==> config.mk <==
export PLATFORM = sky130hd
export DESIGN_NAME = elevator_ctrl_n
export DESIGN_NICKNAME = d
export VERILOG_FILES = /design/src/rtl/elevator_pkg.sv /design/src/rtl/elevator_timer.sv /design/src/rtl/elevator_ctrl_n.sv
export SDC_FILE = /design/constraint.sdc
export NUM_CORES = 1
export LEC_CHECK = 0
export CORE_UTILIZATION = 34
export CTS_CLUSTER_SIZE = 24
export DETAILED_ROUTE_END_ITERATION = 6
export GPL_TIMING_DRIVEN = 1
export SLEW_MARGIN = 20
export SYNTH_ARGS = -nofsm -noshare
export SYNTH_HDL_FRONTEND = slang
export SYNTH_HIERARCHICAL = 1
export SYNTH_SLANG_ARGS = --single-unit
==> constraint.sdc <==
create_clock -name clk -period 2.08 [get_ports clk]
set_input_delay 0.624 -clock clk [delete_from_list [all_inputs] [get_ports clk]]
set_output_delay 0.624 -clock clk [all_outputs]
set_load 0.005 [all_outputs]
==> src/rtl/elevator_pkg.sv <==
// Shared encodings for the elevator car controller: FSM states and travel direction.
package elevator_pkg;

    typedef enum logic [1:0] {
        ST_OFF   = 2'd0,
        ST_PAUSE = 2'd1,
        ST_MOVE  = 2'd2,
        ST_DOOR  = 2'd3
    } state_t;

    typedef enum logic [1:0] {
        UD_IDLE = 2'b00,
        UD_UP   = 2'b01,
        UD_DOWN = 2'b10
    } ud_t;

endpackage

==> src/rtl/elevator_timer.sv <==
// Up-counter that raises done on count TICKS-1; clr returns it to zero, en advances it.
module elevator_timer #(
    parameter int TICKS = 32
) (
    input  logic clk,
    input  logic rst,
    input  logic clr,
    input  logic en,
    output logic done
);

    localparam int CW = (TICKS > 1) ? $clog2(TICKS) : 1;
    localparam logic [CW-1:0] LAST = CW'(TICKS - 1);

    logic [CW-1:0] cnt;

    // NOTE: sequential state is always assigned with <= so every flop samples pre-edge values.
    always_ff @(posedge clk) begin
        if (rst || clr) begin
            cnt <= '0;
        end else if (en) begin
            cnt <= done ? '0 : cnt + 1'b1;
        end
    end

    assign done = (cnt == LAST);

endmodule

==> src/rtl/elevator_ctrl_n.sv <==
// Collective-control elevator car controller: request register, direction persistence,
// move/door timing and door re-open for FLOORS floors.
module elevator_ctrl_n
    import elevator_pkg::*;
#(
    parameter int FLOORS     = 4,
    parameter int MOVE_TICKS = 32,
    parameter int DOOR_TICKS = 64
) (
    input  logic                      clk,
    input  logic                      rst,
    input  logic                      switch,
    input  logic [FLOORS-1:0]         req_in,
    input  logic                      door_hold,
    output logic [1:0]                state,
    output logic [FLOORS-1:0]         position,
    output logic [$clog2(FLOORS)-1:0] floor_idx,
    output logic [1:0]                ud_mode,
    output logic                      door_open,
    output logic                      moving,
    output logic [FLOORS-1:0]         pending
);

    localparam int IDX_W = $clog2(FLOORS);

    state_t              state_q, state_d;
    ud_t                 ud_q, ud_d;
    logic [FLOORS-1:0]   pos_q, pending_q, pending_d, clr;
    logic [FLOORS-1:0]   above_mask, below_mask;
    logic [IDX_W-1:0]    idx_q;
    logic                move_up_q;
    logic                kill, up_need, down_need, here_hit, reload;
    logic                move_done, door_done;

    assign kill = rst | ~switch;

    // Floors strictly above / below the one-hot position.
    assign above_mask = ~((pos_q << 1) - FLOORS'(1));
    assign below_mask = pos_q - FLOORS'(1);
    assign up_need    = |(pending_q & above_mask);
    assign down_need  = |(pending_q & below_mask);
    assign here_hit   = |((pending_q | req_in) & pos_q);
    assign reload     = door_hold | (|(req_in & pos_q));

    elevator_timer #(.TICKS(MOVE_TICKS)) u_move_timer (
        .clk  (clk),
        .rst  (kill),
        .clr  (state_q != ST_MOVE),
        .en   (state_q == ST_MOVE),
        .done (move_done)
    );

    elevator_timer #(.TICKS(DOOR_TICKS)) u_door_timer (
        .clk  (clk),
        .rst  (kill),
        .clr  ((state_q != ST_DOOR) | reload),
        .en   (state_q == ST_DOOR),
        .done (door_done)
    );

    always_ff @(posedge clk) begin
        if (kill) state_q <= ST_OFF;
        else      state_q <= state_d;
    end

    // NOTE: every combinational output gets a default first so no path can infer a latch.
    always_comb begin
        state_d = state_q;
        case (state_q)
            ST_OFF:   state_d = ST_PAUSE;
            ST_PAUSE: begin
                if (here_hit)                state_d = ST_DOOR;
                else if (up_need | down_need) state_d = ST_MOVE;
            end
            ST_MOVE:  if (move_done) state_d = ST_PAUSE;
            ST_DOOR:  if (door_done && !reload) state_d = ST_PAUSE;
            default:  state_d = ST_OFF;
        endcase
    end

    // Keep heading the same way while work remains in that direction.
    always_comb begin
        ud_d = ud_q;
        if (pending_q == '0)                     ud_d = UD_IDLE;
        else if (ud_q == UD_UP && up_need)       ud_d = UD_UP;
        else if (ud_q == UD_DOWN && down_need)   ud_d = UD_DOWN;
        else if (up_need)                        ud_d = UD_UP;
        else if (down_need)                      ud_d = UD_DOWN;
    end

    always_comb begin
        clr       = (state_d == ST_DOOR || state_q == ST_DOOR) ? pos_q : '0;
        pending_d = (pending_q | req_in) & ~clr;
    end

    always_ff @(posedge clk) begin
        if (kill) begin
            pos_q     <= FLOORS'(1);
            idx_q     <= '0;
            ud_q      <= UD_IDLE;
            pending_q <= '0;
            move_up_q <= 1'b0;
        end else begin
            pending_q <= pending_d;
            if (state_q != ST_OFF) ud_q <= ud_d;
            if (state_q == ST_PAUSE && state_d == ST_MOVE) move_up_q <= (ud_d == UD_UP);
            // Saturating shift; the edge guards only matter if need logic were ever wrong.
            if (state_q == ST_MOVE && move_done) begin
                if (move_up_q && !pos_q[FLOORS-1]) begin
                    pos_q <= pos_q << 1;
                    idx_q <= idx_q + 1'b1;
                end else if (!move_up_q && !pos_q[0]) begin
                    pos_q <= pos_q >> 1;
                    idx_q <= idx_q - 1'b1;
                end
            end
        end
    end

    always_comb begin
        state     = state_q;
        door_open = (state_q == ST_DOOR);
        moving    = (state_q == ST_MOVE);
        position  = pos_q;
        floor_idx = idx_q;
        ud_mode   = ud_q;
        pending   = pending_q;
    end

    always_ff @(posedge clk) begin
        if (!rst) assert ($onehot(pos_q));
    end

endmodule

# Word level (Yosys, flattened, before mapping)
# Index checks and enable logic that the tools add are counted.
# totals
regBits,26
in_bits,8
output_inout_bits,16
elab_cells,79
# op_classes
addsub,6
n_eq_ne,12
muxes,17
bitwise_logic,13
reduce_logical,23
# ops
operator,count
$mux 2,11
$and 4x4->4,5
$reduce_or 4->1,4
$mux 4,3
$eq 2x2->1 const B,5
$not 4->4,2
$pmux 2 s4,1
$sub 4x1->4 const B,2
$logic_and 1x1->1,7
$add 6x1->6 const B,1
$eq 2x1->1 const B,3
$eq 6x6->1 const B,1
$mux 6,1
$add 5x1->5 const B,1
$eq 5x5->1 const B,1
$mux 5,1
$logic_not 1->1,4
$logic_not 4->1,1
$ne 2x2->1 const B,2
$or 1x1->1,4
$or 4x4->4,1
$reduce_bool 2->1,2
$logic_or 1x1->1,3
$add 2x1->2 const B,1
4 further kinds,4

# Logic depth before layout (Yosys ltp)
# logic_depth
word_depth,13
depth_mapped,7
mapped_depth_nobuf,7

# By module
# Netlist, hierarchy kept.
# by_module_without_submodules
module,instances,cells_per_inst,area_each_um2,seq_area_each_um2
elevator_ctrl_n,1,104,854.6,300.3
elevator_timer at u_door_timer,1,30,280.3,120.1
elevator_timer at u_move_timer,1,22,229.0,100.1

# Worst setup path before layout
# OpenSTA, ideal clock, no wires.
# synth_path
path_type,register -> register
from,register pos_q[1] (netlist: position[1])
to,register state_q[1] (netlist: state[1])
setup_ps,119
t_arrival_ps,1664
t_required_ps,1961
slack_ps,297
stages_incl_launch_ff,7
path_buffers,0
period_less_slack_ps,1783
cell_sequence,dfxtp_1 inv_1 ha_1 inv_1 a222oi_1 nand3b_1 o221a_2
# synth_via
elab_chain_len,8
word_cells_on_any_way,19
cone_classes,add/sub (2); mux (4); bitwise (7); reduce/logical (6)
# synth_lines
item,line_no,source
from (decl),elevator_ctrl_n.sv:28,"logic [FLOORS-1:0] pos_q, pending_q, pending_d, clr;"
from (signal assigned),elevator_ctrl_n.sv:110,pos_q <= pos_q << 1;
from (signal assigned),elevator_ctrl_n.sv:113,pos_q <= pos_q >> 1;
$sub 4x1->4,elevator_ctrl_n.sv:38,assign above_mask = ~((pos_q << 1) - FLOORS'(1));
$not 4->4,elevator_ctrl_n.sv:38,
$and 4x4->4,elevator_ctrl_n.sv:40,assign up_need = |(pending_q & above_mask);
$reduce_or 4->1,elevator_ctrl_n.sv:40,
$or 1x1->1,elevator_ctrl_n.sv:73,else if (up_need | down_need) state_d = ST_MOVE;
$mux 2,elevator_ctrl_n.sv:73,
$mux 2,elevator_ctrl_n.sv:72,if (here_hit) state_d = ST_DOOR;
$pmux 2 s4 (*),elevator_ctrl_n.sv:69,case (state_q)
to (signal assigned),elevator_ctrl_n.sv:63,else state_q <= state_d;
to (decl),elevator_ctrl_n.sv:26,"state_t state_q, state_d;"
# Mark *: on every way between the ends. The rest lies on a longest branch, timed or not.
# A chain may end at the register's enable or synchronous reset.

# Final worst setup path
# layout_path
from,register pos_q[2] (netlist: position[2])
to,output port position[2]
# layout_rtl
item,line_no,source
to (decl),elevator_ctrl_n.sv:16,"output logic [FLOORS-1:0] position,"
# No word-level cell between the ends.

==> flow_summary.json <==
{
  "status": "completed",
  "gr-max-usage-layer": "met2",
  "worst_clock_skew_ps": 2.21,
  "rsz0062_at_grt": "false",
  "synth_ff_type": "dfxtp_1",
  "groute.usage.overall_pct": 17.3,
  "dp.cells": 238,
  "clk_latency_ps": 270,
  "r2r-end": "ud_mode[1]",
  "peakVddDrop_v": 0.000384,
  "hold_viol": 0,
  "drive_gt1_share_pct": 18.0,
  "clockBufferDepth": 2,
  "cp.required_ps": 1460,
  "use_met1_pct": 22.4,
  "grt_use_met2_pct": 28.9,
  "fin_cells": 242,
  "drc": 0,
  "antenna_found_initial": 0,
  "ys_seq_area_share_pct": 38.2,
  "place.gp.congestion": 0.914,
  "ios": 24,
  "ant_nets": 0,
  "power_per_cell_area_nw_per_um2": 562,
  "power_w": 0.00102,
  "syn_area_per_cell_um2": 8.74,
  "antenna_cells": 0,
  "r2r-start": "position[0]",
  "routed_wl_um": 3310,
  "fillers": 386,
  "maxSlewHeadroom_pct": 72.9,
  "grt_start_max_net_pins": 18,
  "start_kind": "flip-flop",
  "setup_slack_ps": 86.6,
  "ys_types": 45,
  "multiInputGateArea_um2": 754,
  "reg2reg_setup_slack_ps": 240,
  "r2r_cells": 6,
  "drt-initial-drc-count": 75,
  "start_util_pct": 36.4,
  "yosysTopAreaCell": "dfxtp_1",
  "netlist_area_um2": 1360,
  "cp_top_family": "buffers and inverters",
  "whs_ps": 496,
  "cp_max_fo": 9,
  "cpMaxStageDelayCell": "clkdlybuf4s50_1",
  "syn-num-nets": 168,
  "seq_area_um2": 523,
  "syn_inst": 156,
  "min_to": "u_door_timer/cnt[5]",
  "cpPeakStageDelay_ps": 570,
  "yosysWarnings": 6,
  "timing_worst_setup_path_type": "reg -> out",
  "fin_area_um2": 1810,
  "period_needed_ps": 1990,
  "fp-row-count": 22,
  "dp_slack_ps": -32.8,
  "viasPerCell": 5.19,
  "max_freq_mhz": 502,
  "cts_tree": "yes",
  "first_pass_iters": 5,
  "hold_class": "reg -> reg",
  "port_buffers": 23,
  "grt_use_met3_pct": 4.34,
  "synth_area_leaders": "dfxtp_1 38%, xor2_1 4.5%, a21oi_1 3.7%, ha_1 3.7%, mux2i_1 3.7%",
  "synth_top_area_share_pct": 38.2,
  "worstPathCellList": "clkdlybuf4s50_1",
  "grt_overflow": 0,
  "synth_edf_count": 0,
  "cts.sinks": 26,
  "ys_async_sr_fraction_pct": 0,
  "grt_pass1_vias": 1271,
  "maxCapViolations": 0,
  "die_w_um": 65.3,
  "hpwl_um": 2530,
  "clock-root-buffer": "clkbuf_8",
  "hold_buffers": 0,
  "htreeDepth": 1,
  "core_um2": 3740,
  "clkTransAtPathRegs_ps": 90,
  "final_nets": 207,
  "crit_buf_inv": 1,
  "detail_route.wl_per_cell_um": 13.7,
  "vias": 1257,
  "mostFrequentLayoutCells": "24 x dfxtp_1, 23 x clkdlybuf4s50_1, 17 x buf_4",
  "synth_seq_cells": 26,
  "holdCritStartpoint": "u_door_timer/cnt[5]",
  "die_area_um2": 4270,
  "leakage_nw": 0.699,
  "grt_first_pass_wirelength_um": 5750,
  "arrival_ps": 1370,
  "post_cts_buffers": 0,
  "setup_viol": 0,
  "min_path_cells": 2,
  "cts_buffers": 3,
  "syn_to_final_growth_pct": 32.8,
  "place_area_um2": 1740,
  "dieHeight_um": 65.3,
  "tightest_slew_ps": 407,
  "final_common_cell": "dfxtp_1",
  "slew_violations": 0,
  "cp-end-kind": "output port",
  "post-route-period-util_pct": 95.8
}
## flip-flops by register name, summed over array words and instances (netlist names)
| signal | count |
|---|---|
| state | 2 |
| u_move_timer/cnt | 5 |
| floor_idx | 2 |
| u_door_timer/cnt | 6 |
| ud_mode | 2 |
| pending | 4 |
| position | 4 |
| move_up_q | 1 |
## synthesized netlist by cell type (all sizes together) (2+ instances only)
| library cell | count |
|---|---|
| nor4 | 2 |
| or3 | 2 |
| ha | 4 |
| nand3b | 3 |
| a211oi | 5 |
| o211ai | 2 |
| inv | 12 |
| nor2 | 13 |
| nand2 | 9 |
| nand2b | 4 |
| xnor2 | 2 |
| xor2 | 7 |
| nand3 | 3 |
| a22oi | 3 |
| a21oi | 10 |
| o21ai | 12 |
| buf | 5 |
| mux2i | 5 |
| nor3 | 6 |
| a31oi | 2 |
| dfxtp | 26 |
| nand4 | 4 |
## cell families (layout without fill, tap and decap cells)
group / count (synthesis) / in the layout / share of synthesized area, %
xor gates and xnor gates: 9 / 9 / 5.78
buffers and inverters: 18 / 56 / 6.51
adders and majority gates: 4 / 4 / 3.67
DFF: 26 / 26 / 38.2
muxes: 5 / 5 / 3.67
and+or+nand+nor: 52 / 52 / 21.8
AOI/OAI and AO/OA: 42 / 42 / 20.4
## power breakdown
| group | leakage (nW) | internal [W] | switching, W |
|---|---|---|---|
| clock | 0.0357 | 0.000257 | 0.000156 |
| sequential | 0.211 | 0.000504 | 0.00000927 |
| combinational | 0.452 | 0.0000511 | 0.0000401 |
## repair_timing
action	in CTS	in global routing
resized for setup	1	1
endpoints found under the setup margin	1	1
endpoints found under the hold margin	0	0
## area by class of cell
type,instances,area share (%)
Timing Repair Buffer,40,19.8
Inverter,12,2.49
Multi-Input combinational cell,112,41.6
Sequential cell,26,28.9
Tap cell,48,3.31
Clock buffer,3,2.28
Clock inverter,1,1.66
## how the worst max path moves through the flow
stage / to / cells past startpoint / startpoint / slack (ps)
detailed placement: move_up_q / 5 / req_in[1] / -30
floorplan: state[1] / 6 / position[1] / 300
finish: position[2] / 1 / position[2] / 90
global route: position[2] / 1 / position[2] / 3
CTS: door_open / 3 / state[0] / 70
global placement: move_up_q / 5 / req_in[2] / -50
## metrics by stage
step                util (%)  TNS (ps)
global placement        46.4     -45.6
finish                  48.4         0
detailed placement      46.4     -40.6
floorplan                  -         0
global route            48.4         0
CTS                     48.4         0
## tightest hold or removal path, cell delays in order (launching register included)
cell and delay (ps):
dfxtp_1 330, o21ai_0 70, a21oi_1 60
## routing by layer
metal  up-vias  routed length, µm  part of all wire, %
li1        640                  -                    -
met1       583               1550                   47
met2        30               1600                   48
met3         4                140                  4.2
met4         0                 15                 0.45
met5         -                  0                    0
(Power assumes the default switching activity.)
